### config.mk
export PLATFORM = sky130hd
export DESIGN_NAME = pipe_stage_reg
export DESIGN_NICKNAME = d
export VERILOG_FILES = /design/src/rtl/pipe_stage_reg.sv
export SDC_FILE = /design/constraint.sdc
export NUM_CORES = 1
export LEC_CHECK = 0
export ABC_AREA = 1
export CAP_MARGIN = 20
export CORE_UTILIZATION = 38
export CTS_BUF_LIST = sky130_fd_sc_hd__clkbuf_8
export DETAILED_ROUTE_END_ITERATION = 10
export PLACE_DENSITY_LB_ADDON = 0.1
export SYNTH_ARGS = -nofsm -noshare
export SYNTH_HDL_FRONTEND = slang
export SYNTH_SLANG_ARGS = --single-unit
export TNS_END_PERCENT = 50
### constraint.sdc
create_clock -name clk -period 1.2 [get_ports clk]
set_input_delay 0.24 -clock clk [delete_from_list [all_inputs] [get_ports clk]]
set_output_delay 0.24 -clock clk [all_outputs]
set_load 0.005 [all_outputs]
### src/rtl/pipe_stage_reg.sv
// Generic Y86 inter-stage pipeline register with stall/bubble control,
// a valid bit, saturating stall/bubble counters and a sticky conflict flag.
module pipe_stage_reg #(
  parameter int                  STAT_W      = 3,
  parameter int                  ICODE_W     = 4,
  parameter int                  IFUN_W      = 4,
  parameter int                  REG_W       = 4,
  parameter int                  DATA_W      = 64,
  parameter logic [ICODE_W-1:0]  NOP_ICODE   = 4'h1,
  parameter logic [IFUN_W-1:0]   NOP_IFUN    = 4'h0,
  parameter logic [STAT_W-1:0]   BUBBLE_STAT = 3'h1,
  parameter int                  CNT_W       = 16
) (
  input  logic               clk,
  input  logic               rst_n,
  input  logic               stall,
  input  logic               bubble,
  input  logic               clr_cnt,
  input  logic               in_valid,
  input  logic [STAT_W-1:0]  in_stat,
  input  logic [ICODE_W-1:0] in_icode,
  input  logic [IFUN_W-1:0]  in_ifun,
  input  logic [REG_W-1:0]   in_rA,
  input  logic [REG_W-1:0]   in_rB,
  input  logic [DATA_W-1:0]  in_valC,
  input  logic [DATA_W-1:0]  in_valP,
  output logic               out_valid,
  output logic [STAT_W-1:0]  out_stat,
  output logic [ICODE_W-1:0] out_icode,
  output logic [IFUN_W-1:0]  out_ifun,
  output logic [REG_W-1:0]   out_rA,
  output logic [REG_W-1:0]   out_rB,
  output logic [DATA_W-1:0]  out_valC,
  output logic [DATA_W-1:0]  out_valP,
  output logic [CNT_W-1:0]   stall_cnt,
  output logic [CNT_W-1:0]   bubble_cnt,
  output logic               conflict
);

  localparam logic [CNT_W-1:0] CNT_MAX = '1;

  logic               valid_q, valid_d;
  logic [STAT_W-1:0]  stat_q, stat_d;
  logic [ICODE_W-1:0] icode_q, icode_d;
  logic [IFUN_W-1:0]  ifun_q, ifun_d;
  logic [REG_W-1:0]   rA_q, rA_d;
  logic [REG_W-1:0]   rB_q, rB_d;
  logic [DATA_W-1:0]  valC_q, valC_d;
  logic [DATA_W-1:0]  valP_q, valP_d;
  logic [CNT_W-1:0]   stallCnt_q, stallCnt_d;
  logic [CNT_W-1:0]   bubbleCnt_q, bubbleCnt_d;
  logic               conflict_q, conflict_d;

  // Payload: stall holds, bubble loads the NOP image, otherwise load inputs.
  always_comb begin
    valid_d = valid_q;
    stat_d  = stat_q;
    icode_d = icode_q;
    ifun_d  = ifun_q;
    rA_d    = rA_q;
    rB_d    = rB_q;
    valC_d  = valC_q;
    valP_d  = valP_q;
    if (!stall) begin
      if (bubble) begin
        valid_d = 1'b0;
        stat_d  = BUBBLE_STAT;
        icode_d = NOP_ICODE;
        ifun_d  = NOP_IFUN;
        rA_d    = '1;
        rB_d    = '1;
        valC_d  = '0;
        valP_d  = '0;
      end else begin
        valid_d = in_valid;
        stat_d  = in_stat;
        icode_d = in_icode;
        ifun_d  = in_ifun;
        rA_d    = in_rA;
        rB_d    = in_rB;
        valC_d  = in_valC;
        valP_d  = in_valP;
      end
    end
  end

  // Only an un-stalled bubble actually inserts a NOP, so only that is counted.
  always_comb begin
    stallCnt_d  = stallCnt_q;
    bubbleCnt_d = bubbleCnt_q;
    conflict_d  = conflict_q;
    if (clr_cnt) begin
      stallCnt_d  = '0;
      bubbleCnt_d = '0;
      conflict_d  = 1'b0;
    end else begin
      if (stall && (stallCnt_q != CNT_MAX))
        stallCnt_d = stallCnt_q + CNT_W'(1);
      if (bubble && !stall && (bubbleCnt_q != CNT_MAX))
        bubbleCnt_d = bubbleCnt_q + CNT_W'(1);
      if (stall && bubble)
        conflict_d = 1'b1;
    end
  end

  always_ff @(posedge clk) begin
    if (!rst_n) begin
      valid_q     <= 1'b0;
      stat_q      <= BUBBLE_STAT;
      icode_q     <= NOP_ICODE;
      ifun_q      <= NOP_IFUN;
      rA_q        <= '1;
      rB_q        <= '1;
      valC_q      <= '0;
      valP_q      <= '0;
      stallCnt_q  <= '0;
      bubbleCnt_q <= '0;
      conflict_q  <= 1'b0;
    end else begin
      valid_q     <= valid_d;
      stat_q      <= stat_d;
      icode_q     <= icode_d;
      ifun_q      <= ifun_d;
      rA_q        <= rA_d;
      rB_q        <= rB_d;
      valC_q      <= valC_d;
      valP_q      <= valP_d;
      stallCnt_q  <= stallCnt_d;
      bubbleCnt_q <= bubbleCnt_d;
      conflict_q  <= conflict_d;
    end
  end

  assign out_valid  = valid_q;
  assign out_stat   = stat_q;
  assign out_icode  = icode_q;
  assign out_ifun   = ifun_q;
  assign out_rA     = rA_q;
  assign out_rB     = rB_q;
  assign out_valC   = valC_q;
  assign out_valP   = valP_q;
  assign stall_cnt  = stallCnt_q;
  assign bubble_cnt = bubbleCnt_q;
  assign conflict   = conflict_q;

endmodule

### Word-level counts from Yosys, hierarchy flattened

Cells that the tools add are included.

| storage, ports and cells | value |
|---|---|
| register bits after elaboration | 181 |
| input port bits | 153 |
| output and inout port bits | 181 |
| word-level logic and storage cells | 30 |

| cells by class | value |
|---|---|
| $add $sub $neg | 2 |
| equality and inequality tests | 2 |
| muxes and demuxes | 8 |
| bitwise operators | 1 |
| reductions and logical operators | 6 |

Operators by type and width:

| cell | count |
|---|---|
| $mux 64 | 2 |
| $add 16x1->16 const B | 2 |
| $ne 16x16->1 const B | 2 |
| $mux 4 | 4 |
| $logic_and 1x1->1 | 4 |
| $mux 3 | 1 |
| $reduce_or 2->1 | 1 |
| $logic_not 1->1 | 1 |
| $mux 1 | 1 |
| $not 1->1 | 1 |

### Depth between registers and ports, before layout

Gate-level depths: netlist (run 1).

| logic depth | value |
|---|---|
| depth after elaboration | 3 |
| mapped depth | 9 |
| gate-level depth less buffers | 9 |

### Worst setup path before layout (run 1)

OpenSTA, ideal clock, no wires.

| timing | value |
|---|---|
| path type | reg2reg |
| from | register bubbleCnt_q[0] (netlist: bubble_cnt[0]) |
| to | register bubbleCnt_q[15] (netlist: bubble_cnt[15]) |
| setup time | 0.115 ns |
| arrival | 1.287 ns |
| data required time | 1.085 ns |
| slack | -0.202 ns |
| cell stages (with the launch flop) | 8 |
| period minus slack after synthesis | 1.402 ns |
| cells stage by stage | dfxtp_1 -> ha_1 -> nand3_1 -> nor2_2 -> nand2_4 -> buf_6 -> a21oi_1 -> nor2_1 |

| between the ends | value |
|---|---|
| word-level cells in the longest chain between the ends | 2 |
| elaborated cells between the ends (all ways) | 3 |
| those cells by class | 1 x add/sub; 1 x eq/ne; 1 x reduce/logical |

RTL lines:

| what | line | RTL |
|---|---|---|
| start, declared | 51 | `logic [CNT_W-1:0] bubbleCnt_q, bubbleCnt_d;` |
| start signal, assigned | 129 | `bubbleCnt_q <= bubbleCnt_d;` |
| parallel branches: the longest is 2 deep, another holds $add 16x1->16 | - |  |

Several ways; the timed one is not identified.
A chain may end at the register's enable or synchronous reset.

### Worst setup path after layout (run 1)

| timing | value |
|---|---|
| from | register stallCnt_q[6] (netlist: stall_cnt[6]) |
| to | register stallCnt_q[11] (netlist: stall_cnt[11]) |

| between the ends | value |
|---|---|
| word-level cells in the longest chain between the ends | 2 |
| elaborated cells between the ends (all ways) | 3 |
| those cells by class | 1 x add/sub; 1 x eq/ne; 1 x reduce/logical |

RTL lines:

| what | line | RTL |
|---|---|---|
| start, declared | 50 | `logic [CNT_W-1:0] stallCnt_q, stallCnt_d;` |
| start signal, assigned | 128 | `stallCnt_q <= stallCnt_d;` |
| parallel branches: the longest is 2 deep, another holds $add 16x1->16 | - |  |

Several ways; the timed one is not identified.

==> results of run 1 <==
## cells in the mapped netlist
cell type	count	area, µm²
clkinv_2	1	5.00
nand2_2	1	6.26
dfxtp_1	181	3620
a21o_1	1	7.51
nor2_4	1	11.3
ha_1	2	25.0
o22ai_1	10	62.6
nor2_1	84	315
clkbuf_1	29	109
nand4_1	2	12.5
buf_1	2	7.51
nand2_1	370	1390
buf_2	19	95.1
nand3b_1	1	7.51
nor3_1	3	15.0
buf_6	1	11.3
inv_1	23	86.3
o21ai_0	1	5.00
inv_2	3	11.3
buf_4	3	22.5
a21oi_1	160	801
nand3_1	35	175
nor2_2	6	37.5
nand2_4	2	22.5
## what timing repair did
item / in CTS / in global routing
gates cloned: 0 / 1
endpoints found under the setup margin: 213 / 194
pin swaps: 8 / 22
setup buffers: 38 / 19
gates resized for setup: 852 / 258
## worst register-to-register path, cell delays in order, from the launching register on
cell     delay [ns]
dfxtp_2        0.36
buf_4          0.13
nand2_2        0.08
nor2_4         0.13
nand4_1        0.21
buf_4          0.25
nand3_1        0.07
nand2_1        0.05
nor2_1         0.13
## through the flow
stage / TNS, ns / instance area, µm² / instances / util
final: -6.56 / 12500 / 1619 / 0.712
after detailed placement: -59.05 / 11200 / 1532 / 0.638
after floorplan: -0.0442 / 6940 / 941 / -
after global routing: -10.31 / 12500 / 1619 / 0.712
after CTS: -7.48 / 11600 / 1600 / 0.662
after global placement: -56.93 / 11200 / 1532 / 0.638
## kinds of logic after synthesis
logic type	Yosys count
compound gates	172
fa+ha+maj	2
buf+inv	81
flops	181
simple gates	505
## report_power, final
| part | leakage (nW) | total, mW | internal (mW) | switching, mW |
|---|---|---|---|---|
| clock network | 0.200 | 4.32 | 2.10 | 2.22 |
| registers | 1.55 | 6.33 | 6.21 | 0.121 |
| logic | 3.43 | 1.68 | 1.02 | 0.663 |
| total | 5.18 | 12.3 | 9.33 | 3.00 |
## worst paths after layout
| kind | depth (start not counted) | slack, ns | to |
|---|---|---|---|
| min | 3 | 0.22 | conflict |
| max reg2reg | 8 | -0.28 | stall_cnt[11] |
| min reg2reg | 2 | 0.46 | out_valP[31] |
| max | 8 | -0.28 | stall_cnt[11] |
## final cells by class
type	count	share of cell area
repair buffers	477	0.363
flip-flops and latches	181	0.312
multi-input cells	679	0.262
well taps	225	0.0226
clock buffers	18	0.0199
clock inverters	12	0.0124
inverters	27	0.00864
## routing by layer
layer,GRT usage,up-vias,share of wire
li1,-,3894,-
met1,0.291,3575,0.39
met3,0.0772,48,0.070
met5,0,-,0
met4,0.0870,0,0.024
met2,0.445,255,0.52
## sequential cells by signal, summed over array words and instances, names as in the netlist
name and count:
out_valid 1, out_rB 4, conflict 1, out_icode 4, out_valP 64, stall_cnt 16
out_ifun 4, out_valC 64, out_stat 3, out_rA 4, bubble_cnt 16
==> summary.md, run 1 <==
| Metric | Value |
|---|---|
| Vias post-DR | `7772` |
| #FFs+latches synth | `181` |
| Max Clock Skew | `0.0131 ns` |
| Vias in the first global route | `6968` |
| Synth Area in Compound Gates | `0.128` |
| CTS buffer count | `17` |
| GRT Total Usage | `0.254` |
| DR WL/cell | `15.4 µm` |
| Max cap viols | `0` |
| Crit path largest cell delay | `0.36 ns` |
| Final period util | `1.23` |
| CP top delay family | `simple AND/OR/NAND/NOR gates` |
| Worst Slack Setup Final | `-0.279 ns` |
| Startpoint class of the critical path | `flip-flop` |
| Clk buf depth | `2` |
| Pwr dens | `990 nW/µm²` |
| Post-synth net total | `1096` |
| Pleak | `5.18 nW` |
| Critical path cell sequence | `buf_4 > nand2_2 > nor2_4 > nand4_1 > buf_4 > nand3_1 > nand2_1 > nor2_1` |
| Share of layout cells above drive strength 1 | `0.441` |
| Area of the die | `18600 µm²` |
| Hold Fails Final Rpt | `0` |
| RSZ-0062 raised after global routing | `true` |
| F_max | `676 MHz` |
| Post-synthesis xor/xnor area fraction | `0` |
| Remaining DRCs | `0` |
| Commonest non-fill, non-tap cells in the layout | `358 x nand2_1, 169 x dfxtp_2, 150 x a21oi_1, 150 x clkdlybuf4s50_1, 141 x buf_6` |
| Commonest non-fill, non-tap cell in the layout | `nand2_1` |
| RePlAce Congestion | `0.872` |
| Total wire length | `24900 µm` |
| Status | `finished, violations left` |
| Port bufs | `333` |
| Critical path arrival | `1.85 ns` |
| Setup Slack @ Placement | `-0.475 ns` |
| Worst Setup SP | `stall_cnt[6]` |
| Hold Path Origin | `bubble` |
| Slew @ Worst Pin | `0.424 ns` |
| Smallest hold slack | `0.217 ns` |
| Detailed Routing Iterations Pass 1 | `4` |
| Final ANT Viol Nets | `0` |
| Final Power | `12.3 mW` |
| H-tree depth | `4` |
| Hold Path Class | `primary input to flip-flop` |
| Clock Sinks | `181` |
| TritonCTS clock tree | `yes` |
| Reg area | `3880 µm²` |
| CTS Hold Buffers Added | `0` |
| Global-route wire length before repair | `36000 µm` |
| Post-Syn Area | `6860 µm²` |
| Largest family of logic cells by synthesized area | `simple AND/OR/NAND/NOR gates` |
| Nets | `1538` |
| Critical Path Fanout Max | `10` |
| P&R area growth vs syn | `81.4%` |
| Die W | `136 µm` |
| Post-Synth Adder-Cell Area | `0.00365` |
| Slew Viols, Final | `0` |
| Slew margin rel. | `0.717` |
| Critical Path RT | `1.57 ns` |
| Drt initial violations | `393` |
| Unique masters post-synth | `24` |
| Fin crit period | `1.48 ns` |
| Peak VDD IR | `0.797 mV` |
| Clock latency on the worst-skew pair | `0.46 ns` |
| Row count | `48` |
| Die Y | `136 µm` |
| Antenna Cells | `0` |
| Critical R2R Launch | `stall_cnt[6]` |
| Clock transition at path regs | `0.09 ns` |
| Root Driver | `clkbuf_8` |
| GR Overflow Total | `0` |
| Largest net degree at the start of global routing | `44` |
| Avg Cell Area, Syn | `7.29 µm²` |
| Antenna violations before repair | `0` |
| Crit path buf inv count | `2` |
| Multi-input logic area | `3260 µm²` |
| Starting Density | `0.393` |
| Failing checks | `setup timing` |
| Register area share after synthesis | `0.528` |
| Ys Warns | `0` |
| Mux contribution to synthesized area | `0` |
| Simple-gate share of the synthesized area | `0.290` |
| CP dominant cell by count | `buf_4` |
| Via density | `4.80` |
| Synthesized instance count | `941` |
| Setup CP Type | `flip-flop to flip-flop` |
| Core area | `17500 µm²` |
| CP endpoint kind | `flip-flop` |
| Final setup viols | `49` |
| I/O Pins | `334` |
| Worst path slowest cell | `dfxtp_2` |
| Post-DP HPWL | `17300 µm` |
| # fillers | `1425` |
(Power assumes the default switching activity.)
==> inputs of run 2 (changes only) <==
Settings changed: RECOVER_POWER set to 100.
==> summary.md, run 2 (synthesis results as in run 1) <==
| Metric | Value |
|---|---|
| Finished Core Util | `0.707` |
| Register share of total power | `0.514` |
| Hold Path End | `conflict` |
| Fin crit period | `1.48 ns` |
| Slew margin rel. | `0.665` |
| Commonest non-fill, non-tap cells in the layout | `358 x nand2_1, 165 x dfxtp_2, 150 x a21oi_1, 149 x clkdlybuf4s50_1, 138 x buf_6` |
| GRT Total Usage | `0.254` |
| Clock transition at path regs | `0.09 ns` |
| Setup Slack @ Placement | `-0.475 ns` |
| Hold Path Origin | `bubble` |
| Drt initial violations | `393` |
| Clock power share | `0.352` |
| Slew @ Worst Pin | `0.502 ns` |
| Die W | `136 µm` |
| TritonCTS clock tree | `yes` |
| Hold Fails Final Rpt | `0` |
| Worst Reg-to-Reg Cells | `8` |
| Total wire length | `24900 µm` |
| Post-DP HPWL | `17300 µm` |
| Pwr dens | `996 nW/µm²` |
| Final setup viols | `135` |
| Pleak | `5.14 nW` |
| Antenna violations before repair | `0` |
| Starting Density | `0.393` |
| Startpoint class of the critical path | `flip-flop` |
| Share of layout cells above drive strength 1 | `0.436` |
| Reg area | `3870 µm²` |
| I/O Pins | `334` |
| Slew Viols, Final | `0` |
| Critical Path RT | `1.58 ns` |
| Worst Slack Setup Final | `-0.284 ns` |
| Vias in the first global route | `6968` |
| Antenna Cells | `0` |
| R2r setup slk | `-0.28 ns` |
| Switching share of total power | `0.244` |
| Pint | `9.30 mW` |
| Die Y | `136 µm` |
| Failing checks | `setup timing` |
| RSZ-0062 raised after global routing | `true` |
| Final ANT Viol Nets | `0` |
| GR Overflow Total | `0` |
| Area of the die | `18600 µm²` |
| Final period util | `1.24` |
| DR WL/cell | `15.4 µm` |
| Max Clock Skew | `0.0124 ns` |
| Clock Sinks | `181` |
| Hold Path Class | `primary input to flip-flop` |
| Critical path arrival | `1.86 ns` |
| Critical Path Fanout Max | `10` |
| Remaining DRCs | `0` |
| F_max | `674 MHz` |
| Vias post-DR | `7745` |
| Clk buf depth | `2` |
| Detailed Routing Iterations Pass 1 | `4` |
| Nets | `1538` |
| Commonest non-fill, non-tap cell in the layout | `nand2_1` |
| Setup CP Type | `flip-flop to flip-flop` |
| R2r endpoint | `stall_cnt[11]` |
| CP endpoint kind | `flip-flop` |
| Via density | `4.78` |
| Clock latency on the worst-skew pair | `0.47 ns` |
| H-tree depth | `4` |
| P&R area growth vs syn | `79.9%` |
| Port bufs | `333` |
| Critical R2R Launch | `stall_cnt[6]` |
| CTS buffer count | `17` |
| RePlAce Congestion | `0.872` |
| Core area | `17500 µm²` |
| Peak VDD IR | `0.799 mV` |
| # fillers | `1447` |
| Multi-input logic area | `3250 µm²` |
| Worst Setup SP | `stall_cnt[6]` |
| Largest net degree at the start of global routing | `44` |
| Setup_tns | `-11.96 ns` |
| Gate power share | `0.134` |
| Switching pwr | `3.00 mW` |
| Hold Path Stages | `3` |
| Row count | `48` |
| Global-route wire length before repair | `36000 µm` |
| Root Driver | `clkbuf_8` |
| Status | `finished, violations left` |
| Max cap viols | `0` |
==> run 2: power groups by stage <==
stage               registers (mW)  clock network, mW  logic (mW)
finish                        6.33               4.33        1.64
global placement              6.43                  0        1.67
detailed placement            6.43                  0        1.68
floorplan                     6.45                  0       0.475
global route                  6.35               4.68        1.79
CTS                           6.30               4.42        1.56
==> run 2: worst max-delay path, cell delays in order, from the launching register on <==
cell and delay [ns]:
dfxtp_2 0.36, buf_4 0.13, nand2_2 0.08, nor2_4 0.13
nand4_1 0.21, buf_4 0.25, nand3_1 0.07, nand2_1 0.05
nor2_1 0.13
==> run 2: timing repair <==
action | in CTS | in global routing
setup buffers | 38 | 19
hold buffers | 0 | 0
endpoints found under the setup margin | 213 | 194
resized for setup | 852 | 258
cloned | 0 | 1
pin swaps | 8 | 22
==> run 2: per-layer routing <==
| layer | up-vias | wire length, µm | track usage |
|---|---|---|---|
| li1 | 3889 | - | - |
| met3 | 50 | 1760 | 0.0772 |
| met1 | 3556 | 9620 | 0.291 |
| met5 | - | 0 | 0 |
| met4 | 0 | 624 | 0.0870 |
| met2 | 250 | 12900 | 0.445 |
==> run 2: per-stage QoR <==
stage	total power [mW]	area, µm²	hold WS (ns)	std cells
5_1_grt	12.8	12300	0.189	1619
2_1_floorplan	6.92	6940	0.371	941
6_report	12.3	12300	0.151	1619
3_5_place_dp	8.12	11200	0.449	1532
3_3_place_gp	8.10	11200	0.444	1532
4_1_cts	12.3	11600	0.218	1600
==> run 2: final cells by class <==
class | instances | share of cell area
multi-input combinational | 679 | 0.264
timing repair buffer | 477 | 0.359
clock inverter | 12 | 0.0125
tap | 225 | 0.0228
sequential | 181 | 0.314
inverter | 27 | 0.00871
clock buffer | 18 | 0.0201
==> run 2: how the worst max path moves through the flow <==
stage | endpoint | slack, ns | cells past startpoint
2_1_floorplan | bubble_cnt[2] | -0.007 | 8
3_3_place_gp | bubble_cnt[15] | -0.44 | 8
3_5_place_dp | bubble_cnt[9] | -0.47 | 8
4_1_cts | bubble_cnt[2] | -0.14 | 8
5_1_grt | stall_cnt[11] | -0.33 | 8
6_report | stall_cnt[11] | -0.28 | 8
==> inputs of run 3 (changes only) <==
Settings changed: SLEW_MARGIN set to 20.
==> results of run 3 <==
Same layout as run 2: the final DEF is identical, and so are final timing and power.
